File: src/rtl/riscv_pkg.sv
// rtl/riscv_pkg.sv - shared processing-unit constants and types
package riscv_pkg;

    localparam logic [4:0] LINK_1 = 5'd1;

    localparam int RAS_DEPTH = 8;

    // Encoded directly as {push, pop} so decode is a plain cast.
    typedef enum logic [1:0] {
        RAS_NONE     = 2'b00,
        RAS_POP      = 2'b01,
        RAS_PUSH     = 2'b10,
        RAS_POP_PUSH = 2'b11
    } ras_op_t;

endpackage

File: src/rtl/riscv_pu_ras.sv
// rtl/riscv_pu_ras.sv - circular return-address stack feeding the LINK_1 write path
module riscv_pu_ras
    import riscv_pkg::*;
#(
    parameter int DATA_WIDTH = 64,
    parameter int DEPTH      = RAS_DEPTH
) (
    input  logic                  clk,
    input  logic                  nreset,
    input  logic                  enable,
    input  logic                  i_stall,
    input  logic                  i_flush,
    input  logic                  i_push,
    input  logic                  i_pop,
    input  logic [DATA_WIDTH-1:0] i_push_addr,
    output logic                  o_ras_read,
    output logic [DATA_WIDTH-1:0] o_ras_data,
    output logic                  o_empty,
    output logic                  o_full,
    output logic                  o_underflow
);

    localparam int PW = $clog2(DEPTH);
    localparam int CW = PW + 1;
    localparam logic [CW-1:0] COUNT_FULL = CW'(DEPTH);

    logic [PW-1:0]         ptr_q;
    logic [CW-1:0]         count_q;
    logic [DATA_WIDTH-1:0] entries [DEPTH] = '{default: '0};

    logic          op_en;
    ras_op_t       op;
    logic          has_entry;
    logic [PW-1:0] ptr_inc;
    logic [PW-1:0] ptr_dec;
    logic          wr_en;
    logic [PW-1:0] wr_ptr;

    assign op_en     = enable && !i_stall;
    assign op        = ras_op_t'({i_push, i_pop});
    assign has_entry = (count_q != '0);
    assign ptr_inc   = ptr_q + 1'b1;
    assign ptr_dec   = ptr_q - 1'b1;

    // A push-only advances first; a link-swap overwrites the current top in place.
    assign wr_en  = op_en && !i_flush && i_push;
    assign wr_ptr = (op == RAS_PUSH) ? ptr_inc : ptr_q;

    assign o_empty = (count_q == '0);
    assign o_full  = (count_q == COUNT_FULL);

    always_ff @(posedge clk) begin
        if (wr_en) begin
            entries[wr_ptr] <= i_push_addr;
        end
    end

    always_ff @(posedge clk or negedge nreset) begin
        if (!nreset) begin
            ptr_q       <= '0;
            count_q     <= '0;
            o_ras_read  <= 1'b0;
            o_ras_data  <= '0;
            o_underflow <= 1'b0;
        end else if (op_en) begin
            o_ras_read  <= 1'b0;
            o_underflow <= 1'b0;
            if (i_flush) begin
                ptr_q   <= '0;
                count_q <= '0;
            end else begin
                case (op)
                    RAS_PUSH: begin
                        ptr_q <= ptr_inc;
                        if (count_q != COUNT_FULL) begin
                            count_q <= count_q + 1'b1;
                        end
                    end
                    RAS_POP: begin
                        if (has_entry) begin
                            o_ras_data <= entries[ptr_q];
                            o_ras_read <= 1'b1;
                            ptr_q      <= ptr_dec;
                            count_q    <= count_q - 1'b1;
                        end else begin
                            o_underflow <= 1'b1;
                        end
                    end
                    RAS_POP_PUSH: begin
                        o_ras_data  <= entries[ptr_q];
                        o_ras_read  <= has_entry;
                        o_underflow <= !has_entry;
                        if (!has_entry) begin
                            count_q <= CW'(1);
                        end
                    end
                    default: begin
                    end
                endcase
            end
        end else begin
            o_ras_read  <= 1'b0;
            o_underflow <= 1'b0;
        end
    end

endmodule

File: config.mk
export PLATFORM = sky130hd
export DESIGN_NAME = riscv_pu_ras
export DESIGN_NICKNAME = d
export VERILOG_FILES = /design/src/rtl/riscv_pkg.sv /design/src/rtl/riscv_pu_ras.sv
export SDC_FILE = /design/constraint.sdc
export NUM_CORES = 1
export LEC_CHECK = 0
export CORE_MARGIN = 2
export CORE_UTILIZATION = 60
export DETAILED_ROUTE_END_ITERATION = 10
export PLACE_DENSITY = 0.78
export SYNTH_ARGS = -nofsm -noshare
export SYNTH_HDL_FRONTEND = slang
export SYNTH_SLANG_ARGS = --single-unit
export TNS_END_PERCENT = 10
File: constraint.sdc
create_clock -name clk -period 11.4 [get_ports clk]
set_input_delay 1.14 -clock clk [delete_from_list [all_inputs] [get_ports clk]]
set_output_delay 1.14 -clock clk [all_outputs]
set_load 0.005 [all_outputs]
* After elaboration in Yosys (flattened, before gate mapping)
Memories as Yosys holds them, arrays and structs flattened.
Index checks and enable logic that the tools add are counted.
** Cells by class
- Divide/modulo/power cells :: 0
- Order comparisons :: 0
- Reduce and logical (&&, ||, !) cells :: 14
- Shifts and indexed selects :: 0
- Eq/ne operators :: 9
- Bitwise gates (word level) :: 1
- Multipliers :: 0
- Muxes and demuxes :: 21
- Add/subtract/negate cells :: 4
** Operator list (count)
- $pmux W64 S2 :: 1
- $mux W64 :: 1
- $mux W4 :: 4
- $pmux W4 S3 :: 1
- $mux W3 :: 3
- $mux W1 :: 8
- $reduce_bool A4 Y1 :: 2
- $ne A3 B3 Y1 const B :: 2
- $pmux W3 S2 :: 1
- $reduce_and A5 Y1 :: 1
- $add A4 B1 Y4 const B :: 1
- $eq A2 B2 Y1 const B :: 2
- $eq A4 B4 Y1 const B :: 1
- $logic_not A4 Y1 :: 1
- $ne A4 B4 Y1 const B :: 1
- $pmux W1 S2 :: 2
- $reduce_and A4 Y1 :: 1
- $sub A4 B1 Y4 const B :: 1
- $add A3 B1 Y3 const B :: 1
- $logic_and A1 B1 Y1 :: 3
- $logic_not A1 Y1 :: 3
- $ne A3 B2 Y1 const B :: 1
- $reduce_and A3 Y1 :: 1
- $reduce_bool A3 Y1 :: 1
- other kinds (5) :: 5
** Storage, ports and cells
- Input port bits :: 71
- Register bits after elaboration :: 73
- Memories kept :: 1
- Latch bits :: 0
- Memory bits (writable) :: 512
- Logic and storage cells :: 55
- Memory bits (read-only) :: 0
** Memories
- entries :: words 8, bits a word 64, read ports 1, clocked after memory_dff 0, write ports 1, line riscv_pu_ras.sv:29 : logic [DATA_WIDTH-1:0] entries [DEPTH] = '{default: '0};

* Logic depth before layout (Yosys ltp)
Gate-level depths: netlist of the first run.
- Depth after elaboration :: 6
- Gate-level depth with buffers :: 9
- Gate-level depth less buffers :: 7

* Least setup slack after synthesis of the first run
Ideal clock, no wire load.
- Kind :: input to register
- Start :: input port i_stall
- End :: memory entries[0][0] (enable)
- Library setup time :: 0.493 ns
- Arrival :: 4.592 ns
- Path slack :: 6.315 ns
- Stages :: 4
- Cells stage by stage :: nand2b_1 -> nor3b_1 -> nand2_1 -> nor2b_1
** On the way
- Longest elaborated chain between the ends :: 6
** Ends and longest elaborated chain
- from (decl) :: line riscv_pu_ras.sv:11 : input logic i_stall,
- $logic_not A1 Y1 :: line riscv_pu_ras.sv:39 : assign op_en = enable && !i_stall;
- $logic_and A1 B1 Y1 :: line riscv_pu_ras.sv:39
- $logic_and A1 B1 Y1 (2 in series) :: line riscv_pu_ras.sv:46 : assign wr_en = op_en && !i_flush && i_push;
- $mux W1 :: line riscv_pu_ras.sv:53 : if (wr_en) begin
- $mux W1 (not written as such) :: line riscv_pu_ras.sv:54 : entries[wr_ptr] <= i_push_addr;
- to (decl) :: line riscv_pu_ras.sv:29
No other way between the ends.

* Worst setup path in the final report of the first run
- Start :: register ptr_q[0]
- End :: register o_ras_data[48]
** On the way
- Longest elaborated chain between the ends :: 3
** Ends and longest elaborated chain
- from (decl) :: line riscv_pu_ras.sv:27 : logic [PW-1:0] ptr_q;
- from (signal assigned) :: line riscv_pu_ras.sv:74 : ptr_q <= ptr_inc;
- from (signal assigned) :: line riscv_pu_ras.sv:83 : ptr_q <= ptr_dec;
- $mem_v2 Z8 W64 (*)
- $mux W64 :: line riscv_pu_ras.sv:80 : if (has_entry) begin
- $pmux W64 S2 (*) :: line riscv_pu_ras.sv:72 : case (op)
- to (signal assigned) :: line riscv_pu_ras.sv:81 : o_ras_data <= entries[ptr_q];
- to (signal assigned) :: line riscv_pu_ras.sv:90 : o_ras_data <= entries[ptr_q];
- to (decl) :: line riscv_pu_ras.sv:17 : output logic [DATA_WIDTH-1:0] o_ras_data,
Every way passes the cells marked *; elsewhere a longest branch is shown, timed or not. The select of a mux whose other input is x is not followed.
A chain may end at the register's enable or synchronous reset.

==> results of run 1 <==
==> final cells by class <==
class / instances / area (um^2) / share of cell area (%)
flip-flops and latches: 585 / 17200 / 66.8
well taps: 468 / 586 / 2.27
multi-input cells: 391 / 4690 / 18.2
diodes: 1 / 2.50 / 0.00971
repair buffers: 152 / 1480 / 5.76
inverters: 6 / 26.3 / 0.102
clock inverters: 29 / 195 / 0.757
clock buffers: 76 / 1580 / 6.13
==> cells by family after synthesis <==
logic type | after synthesis | synth area share (%)
xor+xnor | 6 | 0.237
mux | 196 | 16.2
simple gates | 101 | 2.04
buf+inv | 62 | 1.43
compound gates | 84 | 2.23
fa+ha+maj | 4 | 0.226
flops | 585 | 77.7
==> final timing paths <==
| path | startpoint | end | cells past startpoint |
|---|---|---|---|
| max in group asynchronous | nreset | ptr_q[0] | 2 |
| worst max-delay path | ptr_q[0] | o_ras_data[48] | 5 |
| worst min register to register | o_ras_data[18] | o_ras_data[18] | 2 |
| worst min-delay path | o_ras_data[18] | o_ras_data[18] | 2 |
| min in group asynchronous | nreset | o_ras_data[15] | 1 |
| worst max register to register | ptr_q[0] | o_ras_data[48] | 5 |
==> layer usage <==
layer / track usage (%) / up-vias
met5: 0 / -
met4: 6.12 / 2
met3: 3.97 / 69
met2: 41.2 / 373
met1: 31.5 / 5460
li1: - / 4535
==> critical path, delay by kind of cell, from the launching register on <==
kind | cells | cell delay [ns]
AO/OA/AOI/OAI | 1 | 0.13
buffers and inverters | 2 | 1.68
flip-flops | 1 | 1.00
multiplexers | 2 | 0.79
==> metrics by stage <==
stage          worst slack [ns]  util (%)  hold slack, ns
2_1_floorplan              6.32         -           0.470
3_3_place_gp               7.10      65.9           0.461
3_5_place_dp               6.99      65.9           0.466
4_1_cts                    7.39      70.7           0.479
5_1_grt                    7.10      70.7           0.505
6_report                   7.55      70.7           0.475
==> flip-flops by register name, indices dropped and copies added (netlist names) <==
name / flops
count_q: 4
entries: 512
o_ras_data: 64
o_ras_read: 1
o_underflow: 1
ptr_q: 3
==> power by group through the flow <==
stage	sequential (mW)	combinational [mW]	clock (mW)
2_1_floorplan	2.59	0.651	0
3_3_place_gp	2.67	1.01	0
3_5_place_dp	2.67	1.03	0
4_1_cts	2.63	1.05	1.80
5_1_grt	2.65	1.12	1.88
6_report	2.62	1.03	1.78
==> placed cells by master, fill, tap and decap left out, types with 4 or more instances in the layout <==
cell             synthesis  routed
a21oi_1                  4       4
buf_4                    1      15
clkbuf_1                20      13
clkbuf_16                0      59
clkbuf_8                 0       4
clkdlybuf4s50_1          0     137
clkinv_1                 0      13
clkinv_2                 1      10
dfrtp_1                 73      71
edfxtp_1               512     512
ha_1                     4       4
inv_1                    5       4
mux2i_1                 64      64
mux4_2                 128     128
nand2_1                 68      68
nor2_1                  15       9
nor2_4                   0       6
o21ai_0                 61      61
o21ai_2                  7       7
xor2_1                   4       4
==> impl_metrics.yaml, run 1 <==
run_status:
  status: "completed"
yosys:
  synth-edff-count: 512
  yosysTopAreaCellShare_pct: 69.4
  ys_seq_area_share_pct: 77.7
  yosysWarnings: 0
  ys_seq_elements: 585
  synthCells: 1038
  synth.cell_area_um2: 22100
  synth_top_area_cell: "edfxtp_1"
  synth_common_cells: "edfxtp_1 (512), mux4_2 (128), dfrtp_1 (73)"
  ys.flop_type: "edfxtp_1"
  synth_cell_types: 44
  synthesis.nets: 1113
  syn_area_per_cell_um2: 21.3
  synthArstFlopShare_pct: 12.5
  yosysMostFrequentCell: "edfxtp_1"
  synth_area_leaders: "edfxtp_1 (69%), mux4_2 (13%), dfrtp_1 (8.2%)"
power_and_ir_drop:
  p_int_mw: 4.08
  p_seq_share_pct: 48.4
  p_clk_share_pct: 32.7
  p_switching_mw: 1.35
  p_per_area_nw_per_um2: 211
  comb_power_share_pct: 19.0
  p_sw_share_pct: 24.9
  irDropWorstVdd_mv: 0.171
  p_leak_nw: 8.83
  report.power.total_mw: 5.43
finish:
  nNetsFinal: 1268
  stdcell_area_um2: 25800
  area_growth_pct: 16.4
  drive_gt1_share_pct: 20.2
  fillers: 2174
  final_cells: 1708
timing:
  worst_pin_slew_ns: 1.12
  drv_slew: 0
  slew_headroom_pct: 25.0
  hold_viol: 0
  clock_skew_ns: 0.0133
  clock.fmax_mhz: 260
  rsz0062_at_grt: "false"
  setup_viol: 0
  period_share_pct: 33.8
  finalCriticalPeriod_ns: 3.85
  setup_tns_ns: 0
global_routing:
  grtUsageTotal_pct: 23.6
  overflow: 0
  grt_pass1_wl_um: 66800
  grt_pass1_vias: 11300
  grt_max_degree: 69
  antenna_found_initial: 2
place:
  gp_congestion: 0.728
  hpwlAfterDp_um: 22500
  dpl-instance-area_um2: 24000
  post-place-cells: 1602
  io_buffers: 138
cts:
  clock_latency_ns: 0.59
  clk_path_buf_depth: 3
  cts-htree-levels: 2
  root_buffer: "clkbuf_16"
  cts_sinks: 585
  post_cts_buffers: 0
  cts_hold_buf: 0
  post_cts_resized: 0
  cts_tree: "done"
  cts-buffers-inserted: 57
  clk_pin_slew_ns: 0.06
detailed_routing:
  vias: 10400
  wl_per_cell_um: 25.6
  wl_um: 43700
  wl_met3_um: 2740
  drcViolationCount: 0
  drt_iter0_drc: 894
  dr.pass1.iters: 5
  wl_met2_um: 23000
  top_layer: "met5"
  ant_nets: 0
  via_per_inst: 6.11
  wl_met1_um: 17200
setup_path:
  slowest_delay_ns: 1.00
  rrSetupSlack_ns: 7.55
  crit_chain: "buf_4 -> buf_4 -> mux4_2 -> mux2i_1 -> o21ai_0"
  critical-path-slowest-cell: "dfrtp_4"
  startpoint_type: "flop"
  cp-end-kind: "flop"
  crit_required_ns: 11.83
  cp_max_fo: 48
  crit_arrival_ns: 4.27
  crit_top_cell: "buf_4"
  critPathKind: "reg2reg"
floorplan:
  die_y_um: 196
  fp-row-count: 70
  core_area_um2: 36400
  die_area_um2: 38500
  num_io_pins: 139
  die_w_um: 196
  initial_core_util_pct: 60.8
run:
  max_cap_viol_count: 0
worst_hold_path:
  hp-class: "reg2reg"
No activity file was read; power rests on OpenSTA's default activity.
==> run 2, diff against run 1 <==
Settings changed: CORE_UTILIZATION 60 to 53, PLACE_DENSITY 0.78 to 0.72.
Clock period 11.4 ns to 3.5 ns, I/O delays scaled along.
==> run 2 against run 1 <==
Against the previous run:
- clock-buffer cell count decreased by 7
- setup slack lost 6.7 ns
- global-route usage fell by 2.8 points
- flip-flop and latch count did not move
- via count shrank 0.67%
- final area up 2.6%
- clock power rose to 3.7 times the previous value
- total power rose to 3.4 times the previous value
- critical path type is now reg2out
- critical endpoint is now o_empty
- largest power group unchanged
==> impl_metrics.yaml, run 2 (same netlist as run 1, synthesis figures left out) <==
timing:
  period_share_pct: 76.0
  hold_viol: 0
  finalCriticalPeriod_ns: 2.66
  worst_pin_slew_ns: 0.960
  slew_headroom_pct: 36.0
  setup_viol: 0
  clock_skew_ns: 0.0131
  rsz0062_at_grt: "false"
  clock.fmax_mhz: 376
  drv_slew: 0
place:
  dpl-instance-area_um2: 24400
  io_buffers: 138
  hpwlAfterDp_um: 24100
  gp_congestion: 0.793
  post-place-cells: 1682
power_and_ir_drop:
  p_per_area_nw_per_um2: 701
  irDropWorstVdd_mv: 0.465
  p_leak_nw: 9.09
cts:
  cts_hold_buf: 1
  clk_pin_slew_ns: 0.06
  post_cts_resized: 0
  post_cts_buffers: 0
  cts-buffers-inserted: 57
  cts_sinks: 585
  root_buffer: "clkbuf_16"
  cts-htree-levels: 2
  cts_tree: "done"
  clk_path_buf_depth: 3
  clock_latency_ns: 0.61
setup_path:
  critical-path-slowest-cell: "or4_4"
  crit_path_end: "o_empty"
  slowest_delay_ns: 0.61
  startpoint: "count_q[1]"
  cp_top_family: "buffers and inverters"
  worstReg2RegStart: "ptr_q[0]"
  r2r_cells: 4
  cp-end-kind: "output port"
  crit_cells: 3
  crit_required_ns: 3.15
  reg2reg_to: "o_ras_data[17]"
  rrSetupSlack_ns: 0.96
  critPathKind: "reg2out"
  crit_arrival_ns: 2.31
  cp.buffers_inverters: 2
  cp_max_fo: 9
  crit_chain: "or4_4 -> clkinv_2 -> clkdlybuf4s50_1"
  startpoint_type: "flop"
floorplan:
  die_y_um: 208
  core_area_um2: 41000
  fp-row-count: 74
  die_area_um2: 43400
  die_w_um: 208
  initial_core_util_pct: 54.0
  num_io_pins: 139
detailed_routing:
  vias: 10400
  drcViolationCount: 0
  dr.pass1.iters: 5
  drt_iter0_drc: 757
  via_per_inst: 5.79
  wl_per_cell_um: 24.4
  wl_um: 43700
  ant_nets: 0
finish:
  drive_gt1_share_pct: 22.2
  final_cells: 1791
  area_growth_pct: 19.4
  largest_reg_flops: 512
  fillers: 2709
  stdcell_area_um2: 26500
  regMostFlops: "entries"
  final_cell_mix: "edfxtp_1 (512), clkdlybuf4s50_1 (137), mux4_2 (128)"
  mostFrequentLayoutCell: "edfxtp_1"
  nNetsFinal: 1285
  reg_top3: "entries: 512 flops, o_ras_data: 64 flops, count_q: 4 flops"
global_routing:
  antenna_found_initial: 3
  grt_pass1_vias: 10900
  overflow: 0
  grt_pass1_wl_um: 67100
  grtUsageTotal_pct: 20.9
  grt_max_degree: 96
run:
  max_cap_viol_count: 0
worst_hold_path:
  hp-class: "in2async"
run_status:
  status: "completed"
==> run 2: area by class of cell <==
type | count | area, um^2 | area share [%]
repair buffers | 169 | 1800 | 6.81
well taps | 532 | 666 | 2.52
clock inverters | 38 | 539 | 2.04
clock buffers | 69 | 1510 | 5.72
flip-flops and latches | 585 | 17200 | 65.1
diodes | 1 | 2.50 | 0.00946
multi-input cells | 391 | 4690 | 17.7
inverters | 6 | 26.3 | 0.0993
==> run 2: metal layers <==
| metal | wire length [um] | share of wire [%] | vias up | global-route usage, % |
|---|---|---|---|---|
| met5 | 26 | 0.060 | - | 0 |
| met4 | 966 | 2.2 | 4 | 6.33 |
| met3 | 2330 | 5.3 | 68 | 3.32 |
| met2 | 22100 | 51 | 288 | 35.5 |
| met1 | 18200 | 42 | 5437 | 28.0 |
| li1 | - | - | 4572 | - |
==> run 2: power by group <==
group	switching, mW	total [mW]	internal [mW]
Combinational	1.59	3.53	1.94
Clock	2.56	6.60	4.04
Sequential	0.353	8.41	8.06
Total	4.50	18.5	14.0
==> run 2: stage by stage <==
| step | util [%] | setup slack, ns | setup TNS [ns] | total power, mW | hold WS, ns |
|---|---|---|---|---|---|
| after global routing | 64.5 | 0.762 | 0 | 19.3 | 0.479 |
| after detailed placement | 59.5 | 0.613 | 0 | 12.1 | 0.465 |
| after global placement | 59.5 | 0.663 | 0 | 12.1 | 0.460 |
| after CTS | 64.5 | 0.795 | 0 | 18.8 | 0.437 |
| after floorplan | - | -1.04 | -283.60 | 10.6 | 0.0544 |
| final | 64.5 | 0.840 | 0 | 18.5 | 0.431 |
==> run 2: worst min-delay path by stage <==
stage | start | slack (ns) | depth (start not counted) | to
6_report | nreset | 0.43 | 2 | count_q[0]
5_1_grt | i_push_addr[10] | 0.48 | 1 | entries[6][10]
4_1_cts | nreset | 0.44 | 2 | o_ras_data[12]
3_5_place_dp | o_ras_data[19] | 0.47 | 2 | o_ras_data[19]
3_3_place_gp | o_ras_data[61] | 0.46 | 2 | o_ras_data[61]
2_1_floorplan | nreset | 0.05 | 0 | count_q[0]
